## config.mk

```make
export PLATFORM = sky130hd
export DESIGN_NAME = led_pattern_bank
export DESIGN_NICKNAME = d
export VERILOG_FILES = /design/src/rtl/led_pattern_pkg.sv /design/src/rtl/led_pattern_chan.sv /design/src/rtl/led_pattern_bank.sv
export SDC_FILE = /design/constraint.sdc
export NUM_CORES = 1
export LEC_CHECK = 0
export CAP_MARGIN = 25
export CORE_ASPECT_RATIO = 1.75
export CORE_MARGIN = 2
export CORE_UTILIZATION = 40
export DETAILED_ROUTE_END_ITERATION = 10
export SETUP_SLACK_MARGIN = 0.3
export SLEW_MARGIN = 20
export SYNTH_ARGS = -nofsm -noshare
export SYNTH_HDL_FRONTEND = slang
export SYNTH_SLANG_ARGS = --single-unit
```

## constraint.sdc

```tcl
create_clock -name sys_clk -period 5.4 [get_ports sys_clk]
set_input_delay 1.35 -clock sys_clk [delete_from_list [all_inputs] [get_ports sys_clk]]
set_output_delay 1.35 -clock sys_clk [all_outputs]
set_load 0.02 [all_outputs]
```

## src/rtl/led_pattern_pkg.sv

```systemverilog
// Shared types and default sizing for the status-LED pattern bank.
package led_pattern_pkg;

    typedef enum logic [1:0] {
        OFF       = 2'b00,
        ON        = 2'b01,
        BLINK     = 2'b10,
        HEARTBEAT = 2'b11
    } led_mode_t;

    typedef enum logic [1:0] {
        ON1   = 2'b00,
        OFF1  = 2'b01,
        ON2   = 2'b10,
        PAUSE = 2'b11
    } hb_state_t;

    localparam int DEF_PER_W      = 10;
    localparam int DEF_PAUSE_MULT = 5;

endpackage

```

## src/rtl/led_pattern_chan.sv

```systemverilog
// One LED channel: mode latch, phase FSM, phase counter and period latch.
// Advances only on the shared tick; sync and mode changes restart the pattern.
module led_pattern_chan
    import led_pattern_pkg::*;
#(
    parameter int PER_W      = DEF_PER_W,
    parameter int PAUSE_MULT = DEF_PAUSE_MULT
) (
    input  logic             sys_clk,
    input  logic             sys_rst_n,
    input  logic             tick_i,
    input  logic             sync_i,
    input  led_mode_t        mode_i,
    input  logic [PER_W-1:0] period_i,
    output logic             led_o
);

    // Wide enough for PAUSE_MULT * max period without overflow.
    localparam int CNT_W = PER_W + $clog2(PAUSE_MULT + 1);

    led_mode_t        mode_q,   mode_d;
    hb_state_t        state_q,  state_d;
    logic [CNT_W-1:0] cnt_q,    cnt_d;
    logic [PER_W-1:0] period_q, period_d;
    logic             led_q,    led_d;

    logic [PER_W-1:0] periodEff;
    logic [CNT_W-1:0] phaseLen;
    logic             phaseDone;

    always_comb begin
        periodEff = (period_i == '0) ? PER_W'(1) : period_i;
        phaseLen  = (state_q == PAUSE) ? CNT_W'(period_q) * CNT_W'(PAUSE_MULT)
                                       : CNT_W'(period_q);
        phaseDone = (cnt_q == phaseLen - CNT_W'(1));
    end

    always_comb begin
        mode_d   = mode_i;
        state_d  = state_q;
        cnt_d    = cnt_q;
        period_d = period_q;
        led_d    = 1'b0;

        // Restart (sync or mode change) outranks any coincident tick.
        if (sync_i || (mode_i != mode_q)) begin
            state_d  = ON1;
            cnt_d    = '0;
            period_d = periodEff;
        end else if ((mode_q == OFF) || (mode_q == ON)) begin
            state_d  = ON1;
            cnt_d    = '0;
        end else if (tick_i) begin
            if (phaseDone) begin
                cnt_d    = '0;
                period_d = periodEff;
                if (mode_q == BLINK) begin
                    state_d = (state_q == ON1) ? OFF1 : ON1;
                end else begin
                    case (state_q)
                        ON1:     state_d = OFF1;
                        OFF1:    state_d = ON2;
                        ON2:     state_d = PAUSE;
                        default: state_d = ON1;
                    endcase
                end
            end else begin
                cnt_d = cnt_q + CNT_W'(1);
            end
        end

        case (mode_d)
            ON:        led_d = 1'b1;
            BLINK:     led_d = (state_d == ON1);
            HEARTBEAT: led_d = (state_d == ON1) || (state_d == ON2);
            default:   led_d = 1'b0;
        endcase
    end

    always_ff @(posedge sys_clk or negedge sys_rst_n) begin
        if (!sys_rst_n) begin
            mode_q   <= OFF;
            state_q  <= ON1;
            cnt_q    <= '0;
            period_q <= PER_W'(1);
            led_q    <= 1'b0;
        end else begin
            mode_q   <= mode_d;
            state_q  <= state_d;
            cnt_q    <= cnt_d;
            period_q <= period_d;
            led_q    <= led_d;
        end
    end

    assign led_o = led_q;

endmodule

```

## src/rtl/led_pattern_bank.sv

```systemverilog
// NCHAN independent LED pattern channels sharing one tick prescaler.
// The registered tick strobe is also what the channels advance on.
module led_pattern_bank
    import led_pattern_pkg::*;
#(
    parameter int NCHAN      = 4,
    parameter int TICK_DIV   = 100000,
    parameter int PER_W      = DEF_PER_W,
    parameter int PAUSE_MULT = DEF_PAUSE_MULT
) (
    input  logic                     sys_clk,
    input  logic                     sys_rst_n,
    input  logic [2*NCHAN-1:0]       mode_i,
    input  logic [NCHAN*PER_W-1:0]   period_i,
    input  logic                     sync_i,
    output logic [NCHAN-1:0]         led_o,
    output logic                     tick_o
);

    localparam int              PS_W    = (TICK_DIV > 1) ? $clog2(TICK_DIV) : 1;
    localparam logic [PS_W-1:0] PS_LAST = PS_W'(TICK_DIV - 1);

    logic [PS_W-1:0] presc_q, presc_d;
    logic            tick_q,  tick_d;

    always_comb begin
        presc_d = presc_q;
        tick_d  = 1'b0;
        if (sync_i) begin
            presc_d = '0;
        end else if (presc_q == PS_LAST) begin
            presc_d = '0;
            tick_d  = 1'b1;
        end else begin
            presc_d = presc_q + PS_W'(1);
        end
    end

    always_ff @(posedge sys_clk or negedge sys_rst_n) begin
        if (!sys_rst_n) begin
            presc_q <= '0;
            tick_q  <= 1'b0;
        end else begin
            presc_q <= presc_d;
            tick_q  <= tick_d;
        end
    end

    assign tick_o = tick_q;

    for (genvar k = 0; k < NCHAN; k++) begin : g_chan
        led_pattern_chan #(
            .PER_W      (PER_W),
            .PAUSE_MULT (PAUSE_MULT)
        ) u_chan (
            .sys_clk   (sys_clk),
            .sys_rst_n (sys_rst_n),
            .tick_i    (tick_q),
            .sync_i    (sync_i),
            .mode_i    (led_mode_t'(mode_i[2*k +: 2])),
            .period_i  (period_i[k*PER_W +: PER_W]),
            .led_o     (led_o[k])
        );
    end

endmodule

```

==> metrics.log <==
INFO  metric tritoncts_clock_tree = done
INFO  metric initial_antenna_violation_count = 1
INFO  metric cap_viol_max_count = 0
INFO  metric floorplan.initialDensity = 40.60%
INFO  metric yosysUniqueCellTypes = 89
INFO  metric dr.pass1.iters = 4
INFO  metric synthDominantCellAreaShare = between 20 and 30%
INFO  metric drtAntennaViolNets = 0
INFO  metric slew-limit-headroom = ~40%
INFO  metric multi_input_gate_area_in_the_final_layout = 0.007169 mm2
INFO  metric timing.critical_path.max_delay_family = compound AO/OA/AOI/OAI gates
INFO  metric path_class = reg -> reg
INFO  metric synth_area_leaders = dfrtp_1 29%, ha_1 9.9%, xnor2_1 5.0%, mux2_2 4.3%, xor2_1 3.6%
INFO  metric die_height = approximately 220 um
INFO  metric report.final.slew_viol_count = 0
INFO  metric place_hpwl = 19.56 mm
INFO  metric critical_path_arrival = between 4 and 5 ns
INFO  metric worst-path-buf-inv = 0
INFO  metric synth_area = approximately 0.011 mm2
INFO  metric area_enclosed_by_the_die_boundary = roughly 0.028 mm2
INFO  metric top_signal_layer_used = met5
INFO  metric totalNegativeSetupSlack = 0 ns
INFO  metric timing.critical_path.mode_cell = ha_1
INFO  metric layout.filler_cells = between 2000 and 3000
INFO  metric met3RoutedLength = between 500 and 600 um
INFO  metric mostFrequentLayoutCell = dfrtp_1
INFO  metric wl_per_cell = 16.41 um
INFO  metric overflow_left_after_global_routing = 0
INFO  metric remaining_drc_errors = 0
INFO  metric critical-path-max-stage-delay = 0.50 ns
INFO  metric cpMaxStageDelayCell = or4_1
INFO  metric hold_viol = 0
INFO  metric nets = between 1000 and 1500
INFO  metric power.static_leakage = a little over 5 nW
INFO  metric placementRows = 79
INFO  metric power-per-cell-area = between 200 and 250 mW/mm2
INFO  metric htree_num_levels = 4
INFO  metric boundaryPins = 56
INFO  metric clock_tree.root_cell = clkbuf_16
INFO  metric globalRouteTotalUtil = a little under a fifth
INFO  metric post_cts_resize_count = 0
INFO  metric via_per_inst = about 5.8
INFO  metric synth_ff_type = dfrtp_1
INFO  metric clock_sinks = 130
INFO  metric cts_post_setup_buffers_inserted = 0
INFO  metric layout_common_cells = 126 x dfrtp_1, 85 x ha_1, 77 x nor2_1, 67 x nand2_1, 62 x xnor2_1
INFO  metric synth-seq-area-share = 30.18%
INFO  metric cts-root-to-sink-buffers = 2
INFO  metric period_minus_slack = around 4.6 ns
INFO  metric routed_wl = between 20 and 30 mm
INFO  metric area.growth.synth_to_final = 13.12%
INFO  metric start_kind = flip-flop
INFO  metric drive_above_1_share = about a tenth
INFO  metric final.hold.worst_slack = ~0.53 ns
INFO  metric regToRegSetupSlack = approximately 0.75 ns
INFO  metric pin_count_of_the_biggest_net_entering_global_routing = 51
INFO  metric critical_path.cell_chain = ha_1 -> ha_1 -> fa_1 -> a211oi_2 -> o31ai_2 -> o31ai_1 -> mux2_4 -> or4_1 -> a211o_1 -> and3_4 -> nor4_4 -> mux2_2 -> o311a_1
INFO  metric asyncSetResetFlopFracSynth = 100.0%
INFO  metric cts.reportedPaths.clkPinSlew = 0.06 ns
INFO  metric holdBufCountCts = 0
INFO  metric run_status = complete, no violations
INFO  metric synthesis.nets = approximately 1300
INFO  metric syn_inst = approximately 1200
INFO  metric vdd.ir_drop.worst = ~220 uV
INFO  metric worst_slew_pin_slew = approximately 0.90 ns
INFO  metric dieWidth = roughly 130 um
INFO  metric gp_congestion = 0.7888
INFO  metric ys.warnings.count = 0
INFO  metric cts_made_buffers = 17
INFO  metric rsz0062_at_grt = no
INFO  metric routed_via_count = ~9000
INFO  metric library_cell_with_the_largest_summed_area_after_synthesis = dfrtp_1
INFO  metric ys_seq_elements = 130
INFO  metric syn_avg_cell_area = approximately 9.2 um2
INFO  metric route.layer.met1.wl = 10.21 mm
INFO  metric detail_route.iter0.violations = roughly 480
INFO  metric critPathRequiredTime = 5.72 ns
INFO  metric setup.worst_path.end_class = flip-flop
INFO  metric regArea = 0.003258 mm2
INFO  metric clock_latency = approximately 0.43 ns
INFO  metric class_of_the_tightest_hold_or_removal_check = reg -> reg
INFO  metric first_global_vias = around 9400
INFO  metric maxClockFrequency = ~220 MHz
INFO  metric skew = roughly 0.0086 ns
INFO  metric antenna_cells = 0
INFO  metric synth_enable_flop_cells = 0
INFO  metric fin_crit_sh = 86.04%
INFO  metric grt_pass1_wl = between 40 and 50 mm
INFO  metric core = 0.02659 mm2
INFO  metric place.port_buffers = 55
INFO  metric final-setup-viol-count = 0
INFO  metric route.met2.wl = between 10 and 15 mm
INFO  metric crit_path_max_fanout = 6
-- worst paths after layout --
kind / to / start / depth (start not counted)
max: g_chan[1].u_chan.led_o / g_chan[1].u_chan.period_q[3] / 13
min: g_chan[3].u_chan.cnt_q[4] / g_chan[3].u_chan.cnt_q[4] / 1
min in group asynchronous: g_chan[0].u_chan.period_q[8] / sys_rst_n / 1
max in group asynchronous: g_chan[2].u_chan.cnt_q[7] / sys_rst_n / 2
min reg2reg: g_chan[3].u_chan.cnt_q[4] / g_chan[3].u_chan.cnt_q[4] / 1
max reg2reg: g_chan[1].u_chan.led_o / g_chan[1].u_chan.period_q[3] / 13
-- cell usage after synthesis (10+ instances only) --
library cell and n:
dfrtp_1 126, ha_1 85, nor2_1 77, nand2_1 67, xnor2_1 62, o21ai_0 58
a21oi_1 56, nand3_1 53, inv_1 51, xor2_1 44, and3_1 42, mux2_2 41
nor3_1 29, mux2i_1 26, a31oi_1 24, nand2b_1 24, nand4_1 24, a21o_1 20
o211ai_1 19, clkbuf_1 17, a211oi_1 13, nor3b_1 13, a22o_1 11, buf_2 11
nor4_1 10, o31ai_1 10
-- per-stage QoR --
stage               std cells  setup WS [ns]  area, um2  utilization, %  power (mW)
floorplan                1176          1.018      10790               -       1.599
global placement         1529         0.8132      11650           43.81       1.790
detailed placement       1529         0.7371      11650           43.81       1.802
CTS                      1561         0.7216      12210           45.92       2.946
global route             1561         0.3524      12210           45.92       3.085
finish                   1561         0.7539      12210           45.92       2.902
-- layout make-up --
cell class | instances | area share, %
well taps | 324 | 3.320
repair buffers | 64 | 5.072
multi-input cells | 959 | 58.71
clock inverters | 12 | 0.8710
inverters | 52 | 1.599
clock buffers | 20 | 3.740
flip-flops and latches | 130 | 26.68
-- sequential cells by signal, summed over array words and instances, names as in the netlist --
signal,count
g_chan.u_chan.period_q,40
g_chan.u_chan.state_q,8
g_chan.u_chan.mode_q,8
g_chan.u_chan.cnt_q,52
presc_q,17
g_chan.u_chan.led_o,4
tick_o,1
-- cell families (layout without fill, tap and decap cells) --
logic type      count (synthesis)  after routing  share of synthesized area [%]
simple gates                  382            382                          18.55
compound gates                310            310                          21.29
flops                         130            130                          30.18
xor+xnor                      107            107                          8.810
fa+ha+maj                      89             89                          10.59
buf+inv                        87            148                          3.396
mux                            71             71                          7.175
-- where the power goes --
group          leakage [nW]  internal (mW)  switching, mW
combinational          3.12          0.321          0.399
clock                 0.269          0.656          0.461
sequential             1.68           1.01         0.0543
-- routing by layer --
layer | up-vias | global-route usage (%)
li1 | 4483 | -
met1 | 4414 | 19.88
met2 | 130 | 36.24
met3 | 44 | 2.901
met4 | 2 | 8.401
met5 | - | 0
No activity file was read; power rests on OpenSTA's default activity.
